### config.mk
export PLATFORM = sky130hd
export DESIGN_NAME = branch_seq_ctrl
export DESIGN_NICKNAME = d
export VERILOG_FILES = /design/src/rtl/cpu_ctrl_pkg.sv /design/src/rtl/con_ff_logic.sv /design/src/rtl/branch_seq_ctrl.sv
export SDC_FILE = /design/constraint.sdc
export NUM_CORES = 1
export LEC_CHECK = 0
export CORE_MARGIN = 5
export CORE_UTILIZATION = 25
export DETAILED_ROUTE_END_ITERATION = 8
export GPL_TIMING_DRIVEN = 0
export PLACE_DENSITY = 0.73
export REMOVE_ABC_BUFFERS = 1
export SYNTH_ARGS = -nofsm -noshare
export SYNTH_HDL_FRONTEND = slang
export SYNTH_SLANG_ARGS = --single-unit
### constraint.sdc
create_clock -name Clock -period 1.5 [get_ports Clock]
set_input_delay 0.3 -clock Clock [delete_from_list [all_inputs] [get_ports Clock]]
set_output_delay 0.3 -clock Clock [all_outputs]
set_load 0.05 [all_outputs]
### src/rtl/cpu_ctrl_pkg.sv
// Shared types for the CPU control sequencers: step states, branch condition codes
// and the strobe bundle decoded from each step state.
package cpu_ctrl_pkg;

   typedef enum logic [2:0] {
      IDLE = 3'd0,
      T3   = 3'd1,
      T4   = 3'd2,
      T5   = 3'd3,
      T6   = 3'd4,
      FIN  = 3'd5
   } state_t;

   localparam logic [1:0] COND_ZR = 2'b00;
   localparam logic [1:0] COND_NZ = 2'b01;
   localparam logic [1:0] COND_PL = 2'b10;
   localparam logic [1:0] COND_MI = 2'b11;

   typedef struct packed {
      logic gra;
      logic rout;
      logic con_in;
      logic pc_out;
      logic y_in;
      logic c_out;
      logic add;
      logic z_in;
      logic zlow_out;
      logic busy;
      logic done;
   } strobe_t;

   // PCin is deliberately absent: it also depends on the CON flop.
   function automatic strobe_t decode_state(input state_t s);
      strobe_t d;
      d = '0;
      d.busy = (s != IDLE);
      case (s)
         T3: begin
            d.gra    = 1'b1;
            d.rout   = 1'b1;
            d.con_in = 1'b1;
         end
         T4: begin
            d.pc_out = 1'b1;
            d.y_in   = 1'b1;
         end
         T5: begin
            d.c_out = 1'b1;
            d.add   = 1'b1;
            d.z_in  = 1'b1;
         end
         T6:      d.zlow_out = 1'b1;
         FIN:     d.done     = 1'b1;
         default: ;
      endcase
      return d;
   endfunction

endpackage

### src/rtl/con_ff_logic.sv
// Branch condition decode (zero/nonzero/positive/negative) and the CON flip-flop.
// cond_met is the live decode so a caller can act on it in the same cycle it is loaded.
module con_ff_logic
   import cpu_ctrl_pkg::*;
#(
   parameter int DATA_W = 32
) (
   input  logic              Clock,
   input  logic              Clear,
   input  logic [1:0]        cond,
   input  logic [DATA_W-1:0] bus_in,
   input  logic              load,
   output logic              cond_met,
   output logic              con_ff
);

   always_comb begin
      cond_met = 1'b0;
      case (cond)
         COND_ZR: cond_met = (bus_in == '0);
         COND_NZ: cond_met = (bus_in != '0);
         COND_PL: cond_met = ~bus_in[DATA_W-1];
         COND_MI: cond_met =  bus_in[DATA_W-1];
         default: cond_met = 1'b0;
      endcase
   end

   // Holds across IDLE; only a new T3 load or Clear changes it.
   always_ff @(posedge Clock or posedge Clear) begin
      if (Clear) begin
         con_ff <= 1'b0;
      end else if (load) begin
         con_ff <= cond_met;
      end
   end

endmodule

### src/rtl/branch_seq_ctrl.sv
// Conditional-branch sequencer for steps T3..T6, each held STEP_CYCLES cycles, then FIN (done).
// Macro BRANCH_SKIP_EN: a not-taken branch jumps T3 -> FIN, skipping the PC+C steps.
module branch_seq_ctrl
   import cpu_ctrl_pkg::*;
#(
   parameter int DATA_W      = 32,
   parameter int STEP_CYCLES = 1
) (
   input  logic              Clock,
   input  logic              Clear,
   input  logic              start,
   input  logic [1:0]        cond,
   input  logic [DATA_W-1:0] bus_in,
   output logic              Gra,
   output logic              Rout,
   output logic              CONin,
   output logic              PCout,
   output logic              Yin,
   output logic              Cout,
   output logic              ADD,
   output logic              Zin,
   output logic              Zlowout,
   output logic              PCin,
   output logic              con_ff,
   output logic              busy,
   output logic              done
);

   localparam int                CNT_W      = (STEP_CYCLES > 1) ? $clog2(STEP_CYCLES) : 1;
   localparam logic [CNT_W-1:0] CNT_RELOAD = CNT_W'(STEP_CYCLES - 1);
   localparam logic [CNT_W-1:0] CNT_ONE    = CNT_W'(1);

   state_t           state;
   state_t           state_nxt;
   logic [CNT_W-1:0] cnt;
   logic [CNT_W-1:0] cnt_nxt;
   logic             step_last;
   logic             load_con;
   logic             cond_met;
   strobe_t          stb;

   assign step_last = (cnt == '0);
   assign load_con  = (state == T3) && step_last;

   con_ff_logic #(
      .DATA_W (DATA_W)
   ) u_con (
      .Clock    (Clock),
      .Clear    (Clear),
      .cond     (cond),
      .bus_in   (bus_in),
      .load     (load_con),
      .cond_met (cond_met),
      .con_ff   (con_ff)
   );

   always_comb begin
      state_nxt = state;
      cnt_nxt   = cnt;
      case (state)
         IDLE: begin
            if (start) begin
               state_nxt = T3;
               cnt_nxt   = CNT_RELOAD;
            end
         end
         T3: begin
            if (step_last) begin
`ifdef BRANCH_SKIP_EN
               if (cond_met) begin
                  state_nxt = T4;
                  cnt_nxt   = CNT_RELOAD;
               end else begin
                  state_nxt = FIN;
               end
`else
               state_nxt = T4;
               cnt_nxt   = CNT_RELOAD;
`endif
            end else begin
               cnt_nxt = cnt - CNT_ONE;
            end
         end
         T4: begin
            if (step_last) begin
               state_nxt = T5;
               cnt_nxt   = CNT_RELOAD;
            end else begin
               cnt_nxt = cnt - CNT_ONE;
            end
         end
         T5: begin
            if (step_last) begin
               state_nxt = T6;
               cnt_nxt   = CNT_RELOAD;
            end else begin
               cnt_nxt = cnt - CNT_ONE;
            end
         end
         T6: begin
            if (step_last) begin
               state_nxt = FIN;
            end else begin
               cnt_nxt = cnt - CNT_ONE;
            end
         end
         FIN:     state_nxt = IDLE;
         default: state_nxt = IDLE;
      endcase
   end

   // Strobes are decoded from the next state into flops so they never glitch.
   always_ff @(posedge Clock or posedge Clear) begin
      if (Clear) begin
         state <= IDLE;
         cnt   <= '0;
         stb   <= '0;
      end else begin
         state <= state_nxt;
         cnt   <= cnt_nxt;
         stb   <= decode_state(state_nxt);
      end
   end

   assign Gra     = stb.gra;
   assign Rout    = stb.rout;
   assign CONin   = stb.con_in;
   assign PCout   = stb.pc_out;
   assign Yin     = stb.y_in;
   assign Cout    = stb.c_out;
   assign ADD     = stb.add;
   assign Zin     = stb.z_in;
   assign Zlowout = stb.zlow_out;
   assign busy    = stb.busy;
   assign done    = stb.done;

   // con_ff is settled long before T6, so gating two flops cannot glitch.
   assign PCin = stb.zlow_out & con_ff;

endmodule

==> summary.txt <==
Worst setup path
  – Top Family by Delay on Critical Path: simple AND/OR/NAND/NOR gates
  – CP Class: input pin to flip-flop
  – Critical path's largest stage delay: 0.54 ns
  – R2r endpoint: u_con.con_ff
  – Worst EP arrival: 1.74 ns
  – Slowest-stage cell, CP: or4b_4
  – Worst R2R Start: state[2]
  – WP data required: 1.69 ns
  – Crit path buffers/inverters: 1
  – Crit. End Element: flip-flop
  – Cells along the critical path: clkdlybuf4s50_1, nor4_1, nand4_1, or4b_4, nand3_2
  – R2R depth: 4
  – CP max FO: 2
  – Slack of the worst reg-to-reg path: -0.01 ns
  – CP Launch Type: input pin

CTS
  – Longest Clk Path Bufs: 2
  – CTS tree: done
  – Clock transition at path regs: roughly 0.07 ns
  – H-tree Lvls: 1
  – CTS sink cnt: 10
  – Clock Tree Root: clkbuf_4
  – Worst-Skew Late Latency: around 0.26 ns
  – Hold-fix buffers at CTS: 0
  – CTS Buf Count: 3

Synth
  – Post-synth cell types: 22
  – Post-Syn Instances: 50
  – Area leader, netlist: dfrtp_1
  – Yosys top cell area share: 0.504
  – Synthesized cell area: 497 µm²
  – Number of synthesized flops with an enable pin: 0
  – Async SR Flop Fraction: 1.00
  – List of most frequent post-synthesis cells: dfrtp_1 (10), nor4_1 (7), buf_4 (5)
  – #FFs+latches synth: 10
  – Sequential area share after synthesis: 0.504
  – Yosys warns: 0
  – Primary FF master, synth: dfrtp_1
  – Synth top area cells: dfrtp_1 (50%), nor4_1 (8.8%), buf_4 (7.6%)
  – Synth Area per Inst: 9.93 µm²
  – Most common cell in the netlist: dfrtp_1

STA
  – Unrepaired setup endpoints after global routing: true
  – Fin crit share: 1.03
  – Tightest Pin Transition: 0.500 ns
  – Hold slack final: 0.303 ns
  – Setup-failing EPs final: 1
  – Max-slew violations: 0
  – Rel. slew slack: 0.668
  – Final hold violation count: 0
  – Minimum clock period: between 1.5 and 2 ns
  – Setup tns final: -0.0437 ns
  – Worst Skew: approximately 0.0091 ns
  – Fmax: 648 MHz
  – Setup ws final: -0.0437 ns

Pwr
  – VDD IR max: ~0.63 mV
  – Pwr Total: 1.83 mW
  – PwrDens: 1660 nW/µm²
  – Leak pwr: 0.538 nW

Global routing
  – Global routing usage on met1: 0.108
  – GRT met2 Usage: 0.279
  – Vias in the first global route: 633
  – Gr ovfl total: 0
  – First-pass GRT wire length: roughly 2.7 mm
  – GRT met3 Usage: 0.0218
  – GRT Max-Usage Layer: met2
  – Pin count of the biggest net entering global routing: 11
  – Overall Global Routing Usage: 0.135
  – Initial antenna violation count: 0

Place
  – Place WS: -0.380 ns
  – Gpl congestion: 0.784
  – Placed cells: about 120
  – Port Buffer Count: between 40 and 50
  – Placement Cell Area: ~980 µm²
  – HPWL Detailed: roughly 1.4 mm

Floorplanning
  – Die X: approximately 55 µm
  – Die Area: roughly 3000 µm²
  – Die height: 54.6 µm
  – IO Count: 50
  – Initial Utilization: 0.258
  – Floorplan row count: 16
  – Core Box Area: 1920 µm²

Cells and area
  – Fraction of final layout cells sized beyond drive strength 1: 0.248
  – Nets: 143
  – Layout Cells excl Fill: 132
  – Util after Layout: 0.575
  – Ant. Diodes: 0
  – Area Overhead vs Synth: 122%
  – Finished Cell Area: approximately 1100 µm²

Route
  – Final ANT Viol Nets: 0
  – First-pass DRT Iterations: 4
  – Final WL: 1.85 mm
  – Wire per inst: 14.0 µm
  – Vias: 610
  – Post-route DRC: 0
  – Initial DRC Count: 12
  – Via density: 4.62

Run status
  – Status: finished, violations left
  – Failing checks: negative setup slack

Hold path
  – Hold Path Class: input pin to asynchronous set/reset pin

Flow run
  – Number of max-cap violations: 0
-- power breakdown --
part	total, mW	internal (mW)	switching (mW)
clock	0.237	0.147	0.0899
combinational	1.15	0.398	0.757
sequential	0.442	0.384	0.0573
total	1.83	0.930	0.904
-- worst max path at each step --
stage / to / cells past startpoint / from
floorplan: ADD / 0 / ADD
global placement: u_con.con_ff / 5 / bus_in[7]
detailed placement: u_con.con_ff / 5 / bus_in[7]
CTS: u_con.con_ff / 5 / bus_in[10]
global route: u_con.con_ff / 4 / state[2]
finish: u_con.con_ff / 5 / bus_in[3]
-- worst reg2reg max path, delay by kind of cell, from the launching register on --
family	cells	cell delay (ns)
AND/OR/NAND/NOR	4	1.07
flip-flops	1	0.39
-- state kept, by name, indices dropped and copies added, names as in the netlist --
signal        count
state             3
u_con.con_ff      1
Zlowout           1
busy              1
ADD               1
done              1
PCout             1
CONin             1
-- per-layer routing --
layer	wire [µm]	vias up
met5	0	-
met2	1110	27
met4	45	0
met3	97	4
met1	595	286
li1	-	293
-- timing repair --
| item | 4_1_cts | 5_1_grt |
|---|---|---|
| pin swaps | 9 | 9 |
| buffers inserted | 6 | 1 |
| resized for setup | 30 | 14 |
| endpoints found under the setup margin | 14 | 4 |
| hold endpoints to repair | 0 | 0 |
-- cells in the final DEF, fill, tap and decap left out, types with 2 or more instances in the layout --
master | netlist | layout
nor4_1 | 7 | 3
inv_1 | 3 | 3
o21ai_0 | 2 | 2
dlygate4sd2_1 | 0 | 22
clkbuf_4 | 0 | 3
nor4_2 | 0 | 4
nor3_1 | 3 | 2
clkdlybuf4s50_1 | 0 | 20
dfrtp_1 | 10 | 9
nor2_1 | 3 | 3
buf_4 | 5 | 7
dlymetal6s2s_1 | 0 | 4
-- layout make-up --
| type | count | area, µm² |
|---|---|---|
| clock buffers | 4 | 36.3 |
| fillers | 193 | 817 |
| inverters | 3 | 11.3 |
| multi-input cells | 32 | 250 |
| flip-flops and latches | 10 | 251 |
| well taps | 27 | 33.8 |
| repair buffers | 56 | 522 |
-- cell families after synthesis --
family          after synthesis  synth area share
flops                        10             0.504
buf+inv                       8            0.0982
compound gates                4            0.0529
simple gates                 28             0.345
(Power assumes the default switching activity.)
